$ cat config.mk
export PLATFORM = sky130hd
export DESIGN_NAME = multi_bay_meter
export DESIGN_NICKNAME = d
export VERILOG_FILES = /design/src/rtl/parking_pkg.sv /design/src/rtl/bay_channel.sv /design/src/rtl/multi_bay_meter.sv
export SDC_FILE = /design/constraint.sdc
export NUM_CORES = 1
export LEC_CHECK = 0
export ABC_AREA = 1
export CORE_ASPECT_RATIO = 0.7
export CORE_UTILIZATION = 25
export CTS_CLUSTER_DIAMETER = 80
export CTS_CLUSTER_SIZE = 20
export DETAILED_ROUTE_END_ITERATION = 6
export HOLD_SLACK_MARGIN = 0.02
export PLACE_DENSITY_LB_ADDON = 0.12
export SLEW_MARGIN = 20
export SYNTH_ARGS = -nofsm -noshare
export SYNTH_HDL_FRONTEND = slang
export SYNTH_SLANG_ARGS = --single-unit
export TNS_END_PERCENT = 5
$ cat constraint.sdc
create_clock -name clk -period 6.85 [get_ports clk]
set_input_delay 1.37 -clock clk [delete_from_list [all_inputs] [get_ports clk]]
set_output_delay 1.37 -clock clk [all_outputs]
set_load 0.005 [all_outputs]
$ cat src/rtl/parking_pkg.sv
// Shared types and constants for the multi-bay parking meter.
// Latency: n/a (declarations only).
// Backpressure: n/a.
//
// Contents: per-bay state encoding, seconds-per-minute constant and an
// all-ones helper used to build saturation limits for arbitrary widths.
package parking_pkg;

   typedef enum logic [1:0] {
      ST_IDLE   = 2'b00,
      ST_PARKED = 2'b01,
      ST_DUE    = 2'b10
   } bay_st_t;

   localparam int         SEC_PER_MIN = 60;
   localparam logic [5:0] SEC_LAST    = 6'(SEC_PER_MIN - 1);

   // All-ones value of width w; saturation ceiling for a w-bit field.
   function automatic longint unsigned all_ones(input int w);
      return (64'd1 << w) - 64'd1;
   endfunction

endpackage

$ cat src/rtl/bay_channel.sv
// One parking bay: occupancy FSM, mm:ss elapsed counter, rate latch, cost.
// Latency: state/counters update on the sampling edge; cost is combinational.
// Backpressure: none; payment is a single-cycle accept pulse from the top.
//
// Ports: clk, rst (sync, active-low), tick_1hz, occ (bay level), rate (cents
// per started minute), pay (accepted payment for this bay); outputs state,
// parked (PARKED or DUE), min/sec/cost (forced to 0 while IDLE).
// Optional: MULTI_BAY_GRACE_EN deducts GRACE_MIN free started-minutes.
module bay_channel
   import parking_pkg::*;
#(
   parameter int MIN_W     = 7,
   parameter int COST_W    = 14,
   parameter int GRACE_MIN = 2
) (
   input  logic              clk,
   input  logic              rst,
   input  logic              tick_1hz,
   input  logic              occ,
   input  logic [7:0]        rate,
   input  logic              pay,
   output logic [1:0]        state,
   output logic              parked,
   output logic [MIN_W-1:0]  min,
   output logic [5:0]        sec,
   output logic [COST_W-1:0] cost
);

   localparam int               PW      = MIN_W + 8;
   localparam logic [MIN_W-1:0] MIN_MAX = '1;
`ifdef MULTI_BAY_GRACE_EN
   localparam int GRACE = GRACE_MIN;
`else
   // Grace collapses to zero, leaving the plain started-minute formula.
   localparam int GRACE = GRACE_MIN * 0;
`endif

   bay_st_t          st_q, st_nx;
   logic [MIN_W-1:0] min_q;
   logic [5:0]       sec_q;
   logic [7:0]       rate_q;
   logic [PW-1:0]    started, billable, prod;
   logic [COST_W-1:0] cost_sat;

   // State register
   always_ff @(posedge clk) begin
      if (!rst) st_q <= ST_IDLE;
      else      st_q <= st_nx;
   end

   // Next-state logic; the unused 2'b11 encoding behaves as IDLE
   always_comb begin
      st_nx = st_q;
      case (st_q)
         ST_PARKED: if (!occ) st_nx = ST_DUE;
         ST_DUE:    if (pay)  st_nx = ST_IDLE;
         default:   if (occ)  st_nx = ST_PARKED;
      endcase
   end

   // Elapsed-time counters and rate latch. A tick coinciding with departure
   // is not counted because counting requires occ in PARKED.
   always_ff @(posedge clk) begin
      if (!rst) begin
         sec_q  <= '0;
         min_q  <= '0;
         rate_q <= '0;
      end else begin
         case (st_q)
            ST_PARKED: begin
               if (occ && tick_1hz) begin
                  if (sec_q != SEC_LAST) begin
                     sec_q <= sec_q + 6'd1;
                  end else if (min_q != MIN_MAX) begin
                     sec_q <= '0;
                     min_q <= min_q + MIN_W'(1);
                  end
               end
            end
            ST_DUE: begin
               if (pay) begin
                  sec_q <= '0;
                  min_q <= '0;
               end
            end
            default: begin
               if (occ) begin
                  sec_q  <= '0;
                  min_q  <= '0;
                  rate_q <= rate;
               end
            end
         endcase
      end
   end

   // Cost: rate x started minutes in MIN_W+8 bits (max 255 * 2^MIN_W fits),
   // then clamp to the COST_W ceiling.
   always_comb begin
      started  = PW'(min_q) + PW'(sec_q != 6'd0);
      billable = (started > PW'(GRACE)) ? started - PW'(GRACE) : '0;
      prod     = PW'(rate_q) * billable;
      cost_sat = (64'(prod) > all_ones(COST_W)) ? COST_W'(all_ones(COST_W))
                                                 : COST_W'(prod);
   end

   // Output logic
   always_comb begin
      state  = st_q;
      parked = (st_q == ST_PARKED) || (st_q == ST_DUE);
      min    = parked ? min_q    : '0;
      sec    = parked ? sec_q    : '0;
      cost   = parked ? cost_sat : '0;
   end

endmodule

$ cat src/rtl/multi_bay_meter.sv
// Multi-bay parking meter core: NUM_BAYS bay channels, display scanner, payment.
// Latency: disp_* and due_any registered (1 cycle behind bay state); pay_ready comb.
// Backpressure: pay_valid is accepted only while pay_ready; otherwise dropped.
//
// Ports: clk, rst (sync, active-low), tick_1hz, occ[NUM_BAYS], rate, pay_valid,
// pay_bay, pay_ready; bay_state (2 bits per bay), due_any, disp_bay,
// disp_parked, disp_min, disp_sec, disp_cost.
// Optional: MULTI_BAY_GRACE_EN enables GRACE_MIN free minutes in each bay.
module multi_bay_meter
   import parking_pkg::*;
#(
   parameter int NUM_BAYS  = 4,
   parameter int BAY_W     = 4,
   parameter int MIN_W     = 7,
   parameter int COST_W    = 14,
   parameter int DWELL_SEC = 3,
   parameter int GRACE_MIN = 2
) (
   input  logic                  clk,
   input  logic                  rst,
   input  logic                  tick_1hz,
   input  logic [NUM_BAYS-1:0]   occ,
   input  logic [7:0]            rate,
   input  logic                  pay_valid,
   input  logic [BAY_W-1:0]      pay_bay,
   output logic                  pay_ready,
   output logic [2*NUM_BAYS-1:0] bay_state,
   output logic                  due_any,
   output logic [BAY_W-1:0]      disp_bay,
   output logic                  disp_parked,
   output logic [MIN_W-1:0]      disp_min,
   output logic [5:0]            disp_sec,
   output logic [COST_W-1:0]     disp_cost
);

   localparam int DW_W = $clog2(DWELL_SEC + 1);

   logic [1:0]        st_v   [NUM_BAYS];
   logic [MIN_W-1:0]  min_v  [NUM_BAYS];
   logic [5:0]        sec_v  [NUM_BAYS];
   logic [COST_W-1:0] cost_v [NUM_BAYS];
   logic [NUM_BAYS-1:0] parked_v, due_v, pay_acc;

   logic [DW_W-1:0]   dwell_q, dwell_nx;
   logic [BAY_W-1:0]  sel_nx, due_low;
   logic              parked_nx;
   logic [MIN_W-1:0]  min_nx;
   logic [5:0]        sec_nx;
   logic [COST_W-1:0] cost_nx;

   for (genvar i = 0; i < NUM_BAYS; i++) begin : g_bay
      bay_channel #(
         .MIN_W     (MIN_W),
         .COST_W    (COST_W),
         .GRACE_MIN (GRACE_MIN)
      ) u_bay (
         .clk      (clk),
         .rst      (rst),
         .tick_1hz (tick_1hz),
         .occ      (occ[i]),
         .rate     (rate),
         .pay      (pay_acc[i]),
         .state    (st_v[i]),
         .parked   (parked_v[i]),
         .min      (min_v[i]),
         .sec      (sec_v[i]),
         .cost     (cost_v[i])
      );
      assign bay_state[2*i+1:2*i] = st_v[i];
      assign due_v[i]             = (st_v[i] == ST_DUE);
   end

   // Payment decode: out-of-range indices never match, so they are dropped.
   always_comb begin
      pay_ready = 1'b0;
      pay_acc   = '0;
      for (int i = 0; i < NUM_BAYS; i++) begin
         if (pay_bay == BAY_W'(i) && due_v[i]) begin
            pay_ready  = 1'b1;
            pay_acc[i] = pay_valid;
         end
      end
   end

   // Scanner: a DUE bay pins the display and restarts the dwell so normal
   // rotation resumes from that bay with a full dwell after payment.
   always_comb begin
      sel_nx   = disp_bay;
      dwell_nx = dwell_q;
      due_low  = '0;
      for (int i = NUM_BAYS - 1; i >= 0; i--) begin
         if (due_v[i]) due_low = BAY_W'(i);
      end
      if (|due_v) begin
         sel_nx   = due_low;
         dwell_nx = '0;
      end else if (tick_1hz) begin
         if (dwell_q == DW_W'(DWELL_SEC - 1)) begin
            dwell_nx = '0;
            sel_nx   = (disp_bay == BAY_W'(NUM_BAYS - 1)) ? '0
                                                          : disp_bay + BAY_W'(1);
         end else begin
            dwell_nx = dwell_q + DW_W'(1);
         end
      end
   end

   // Display mux keyed on the next selection so disp_bay and its data agree.
   always_comb begin
      parked_nx = 1'b0;
      min_nx    = '0;
      sec_nx    = '0;
      cost_nx   = '0;
      for (int i = 0; i < NUM_BAYS; i++) begin
         if (sel_nx == BAY_W'(i)) begin
            parked_nx = parked_v[i];
            min_nx    = min_v[i];
            sec_nx    = sec_v[i];
            cost_nx   = cost_v[i];
         end
      end
   end

   always_ff @(posedge clk) begin
      if (!rst) begin
         dwell_q     <= '0;
         disp_bay    <= '0;
         due_any     <= 1'b0;
         disp_parked <= 1'b0;
         disp_min    <= '0;
         disp_sec    <= '0;
         disp_cost   <= '0;
      end else begin
         dwell_q     <= dwell_nx;
         disp_bay    <= sel_nx;
         due_any     <= |due_v;
         disp_parked <= parked_nx;
         disp_min    <= min_nx;
         disp_sec    <= sec_nx;
         disp_cost   <= cost_nx;
      end
   end

endmodule

==> flow_summary.yaml <==
outcome:
  status: "finished clean"
power:
  powerDensity_nw_per_um2: 222
  ir_worst_vdd_mv: 0.141
  p_leak_nw: 9.32
clock_network:
  cts.clk_slew.worst_paths_ps: 70
  htree_levels: 4
  clk_latency_ps: 440
  holdBufCountCts: 0
  clock-sinks: 127
  cts_buffers: 17
  cts_tree: "done"
  cts_root_buf: "clkbuf_16"
  clk_path_buf_depth: 2
critical_path:
  critPathKind: "reg -> reg"
  max_stage_delay_ps: 540
  slowest_stage: "fa_1"
  reg2regPathDepth: 30
  arrival_ps: 6670
  cp-start-kind: "flop"
  required_ps: 7210
  cp-end-kind: "flop"
  path_max_fanout: 14
die:
  rows: 77
  dieArea_sq_um: 65100
  initial_utilization_pct: 25.3
  ioPinCount: 62
  fp.dieW_microns: 305
  core_area_sq_um: 63200
  fp.dieH_microns: 214
min_path:
  worstHoldPathType: "reg -> reg"
  holdPathStages: 2
synth:
  ys.flop_type: "dfxtp_1"
  ys_ff_latch: 127
  avgSynthCellArea_sq_um: 6.70
  syn_area_sq_um: 16000
  ys_types: 46
  synth-edff-count: 0
  yosys_warnings: 0
  netlist_instances: 2391
  async_flop_share_pct: 0
  synth_nets: 2716
  ys_seq_area_share_pct: 15.9
route:
  wirelength_microns: 52700
  drtIter0Drc: 988
  first_pass_iters: 5
  vias: 14700
  drcViolationCount: 0
  ant_nets: 0
  wl_per_cell_microns: 16.1
  avgViaCountPerCell: 4.51
finish:
  layout_common_cells: "524 x nand2_1, 500 x inv_1, 345 x nor2_1"
  syn_to_final_growth_pct: 12.6
  layout.nets: 2751
  layout-drive-gt1-share_pct: 4.35
  mostFrequentLayoutCell: "nand2_1"
  antenna-diode-count: 0
  final-instance-count-excl-fill: 3268
sta:
  rsz0062_at_grt: "false"
  hold_violations: 0
  fin_worst_skew_ps: 15.3
  setup_slack_ps: 543
  fin_crit_sh_pct: 92.1
  fin_crit_ps: 6310
  slew_headroom_pct: 39.5
  setup_tns_ps: 0
  tightest_slew_ps: 900
  maxSlewViolCount: 0
  setup_viol: 0
  fmax_ghz: 0.159
placed_design:
  dpl.cell_count: 3236
  place_ws_ps: 377
  io_buffers: 61
  gp_congestion: 0.894
  dp_hpwl_microns: 44600
global_route:
  grt_start_max_net_pins: 49
  grt_usage_pct: 16.1
  grt_pass1_wl_microns: 81100
  grt_antenna_before_repair: 3
  grt_pass1_vias: 13800
  overflow: 0
flow_run:
  max-cap-violations: 0
[worst paths after layout]
path	from	end	slack (ps)
worst min register to register	g_bay[0].u_bay.sec_q[0]	g_bay[0].u_bay.sec_q[0]	510
worst max-delay path	g_bay[2].u_bay.sec_q[0]	disp_cost[12]	540
worst min-delay path	g_bay[0].u_bay.sec_q[0]	g_bay[0].u_bay.sec_q[0]	510
worst max register to register	g_bay[2].u_bay.sec_q[0]	disp_cost[12]	540
[through the flow]
step | hold WS, ps | power [W] | util, % | instance area, sq um
after floorplan | 469 | 0.00235 | - | 16000
after global placement | 491 | 0.00305 | 27.6 | 17400
after detailed placement | 499 | 0.00304 | 27.6 | 17400
after CTS | 508 | 0.00404 | 28.5 | 18000
after global routing | 524 | 0.00434 | 28.5 | 18000
final | 512 | 0.00400 | 28.5 | 18000
[cell families (layout without fill, tap and decap cells)]
kind of cell               after synthesis  count (layout)  synth area share, %
DFF                                    127             127                 15.9
AOI/OAI and AO/OA                      191             191                 6.22
xor gates and xnor gates                58              58                 3.17
buffers and inverters                  560             608                 13.7
and+or+nand+nor                       1150            1150                 30.7
adders and majority gates              305             305                 30.4
[per-layer routing]
layer / global-route usage [%] / part of all wire (%)
met5: 0 / 0
met4: 3.12 / 1.2
met3: 2.63 / 4.5
met2: 21.7 / 38
met1: 26.1 / 56
[power by group]
group / internal [W] / switching (W) / total, W
Clock: 0.000564 / 0.000408 / 0.000972
Sequential: 0.000883 / 0.000176 / 0.00106
Combinational: 0.000573 / 0.00140 / 0.00197
[flip-flops by register name, summed over array words and instances (netlist names)]
| signal | count |
|---|---|
| g_bay.u_bay.rate_q | 32 |
| g_bay.u_bay.min_q | 28 |
| g_bay.u_bay.sec_q | 24 |
| disp_cost | 14 |
| g_bay.u_bay.state | 8 |
| disp_min | 7 |
| disp_sec | 6 |
| disp_bay | 4 |
| dwell_q | 2 |
| disp_parked | 1 |
| due_any | 1 |
[area by class of cell]
class,count,area [sq um]
clock buffer,19,453
clock inverter,13,149
fill,7130,45200
inverter,509,1910
multi-input combinational,1704,11300
sequential,127,2540
tap,829,1040
timing repair buffer,67,651
[synthesized netlist by cell type, types with 2 or more instances]
master	n	area share, %
a211oi_1	3	0.14
a21oi_1	113	3.5
buf_1	2	0.047
buf_2	8	0.25
buf_4	7	0.33
buf_6	5	0.35
clkbuf_1	25	0.59
clkbuf_2	3	0.094
dfxtp_1	127	16
fa_1	140	17
ha_1	165	13
inv_1	501	12
inv_2	6	0.14
nand2_1	524	12
nand2_2	19	0.74
nand2_4	2	0.14
nand3_1	149	4.7
nand3_2	5	0.31
nand3_4	2	0.22
nand3b_1	6	0.28
nand4_1	40	1.6
nor2_1	346	8.1
nor2_2	10	0.39
nor2_4	6	0.42
nor3_1	27	0.84
nor3b_1	2	0.094
nor4_1	2	0.078
o21ai_0	62	1.9
o21ai_1	2	0.062
o21ai_2	3	0.16
o21bai_1	3	0.14
or2_2	6	0.23
xnor2_1	28	1.5
xor2_1	30	1.6
[timing repair]
action | 4_1_cts | 5_1_grt
resized for setup | 0 | 2
setup buffers | 0 | 0
setup endpoints to repair | 0 | 13
[critical path, delay by kind of cell, from the launching register on]
kind	cells	cell delay, ps
xor gates and xnor gates	1	350
DFF	1	380
and+or+nand+nor	15	2010
buffers and inverters	6	540
adders and majority gates	8	2930
Power figures use the tool's default switching activity.
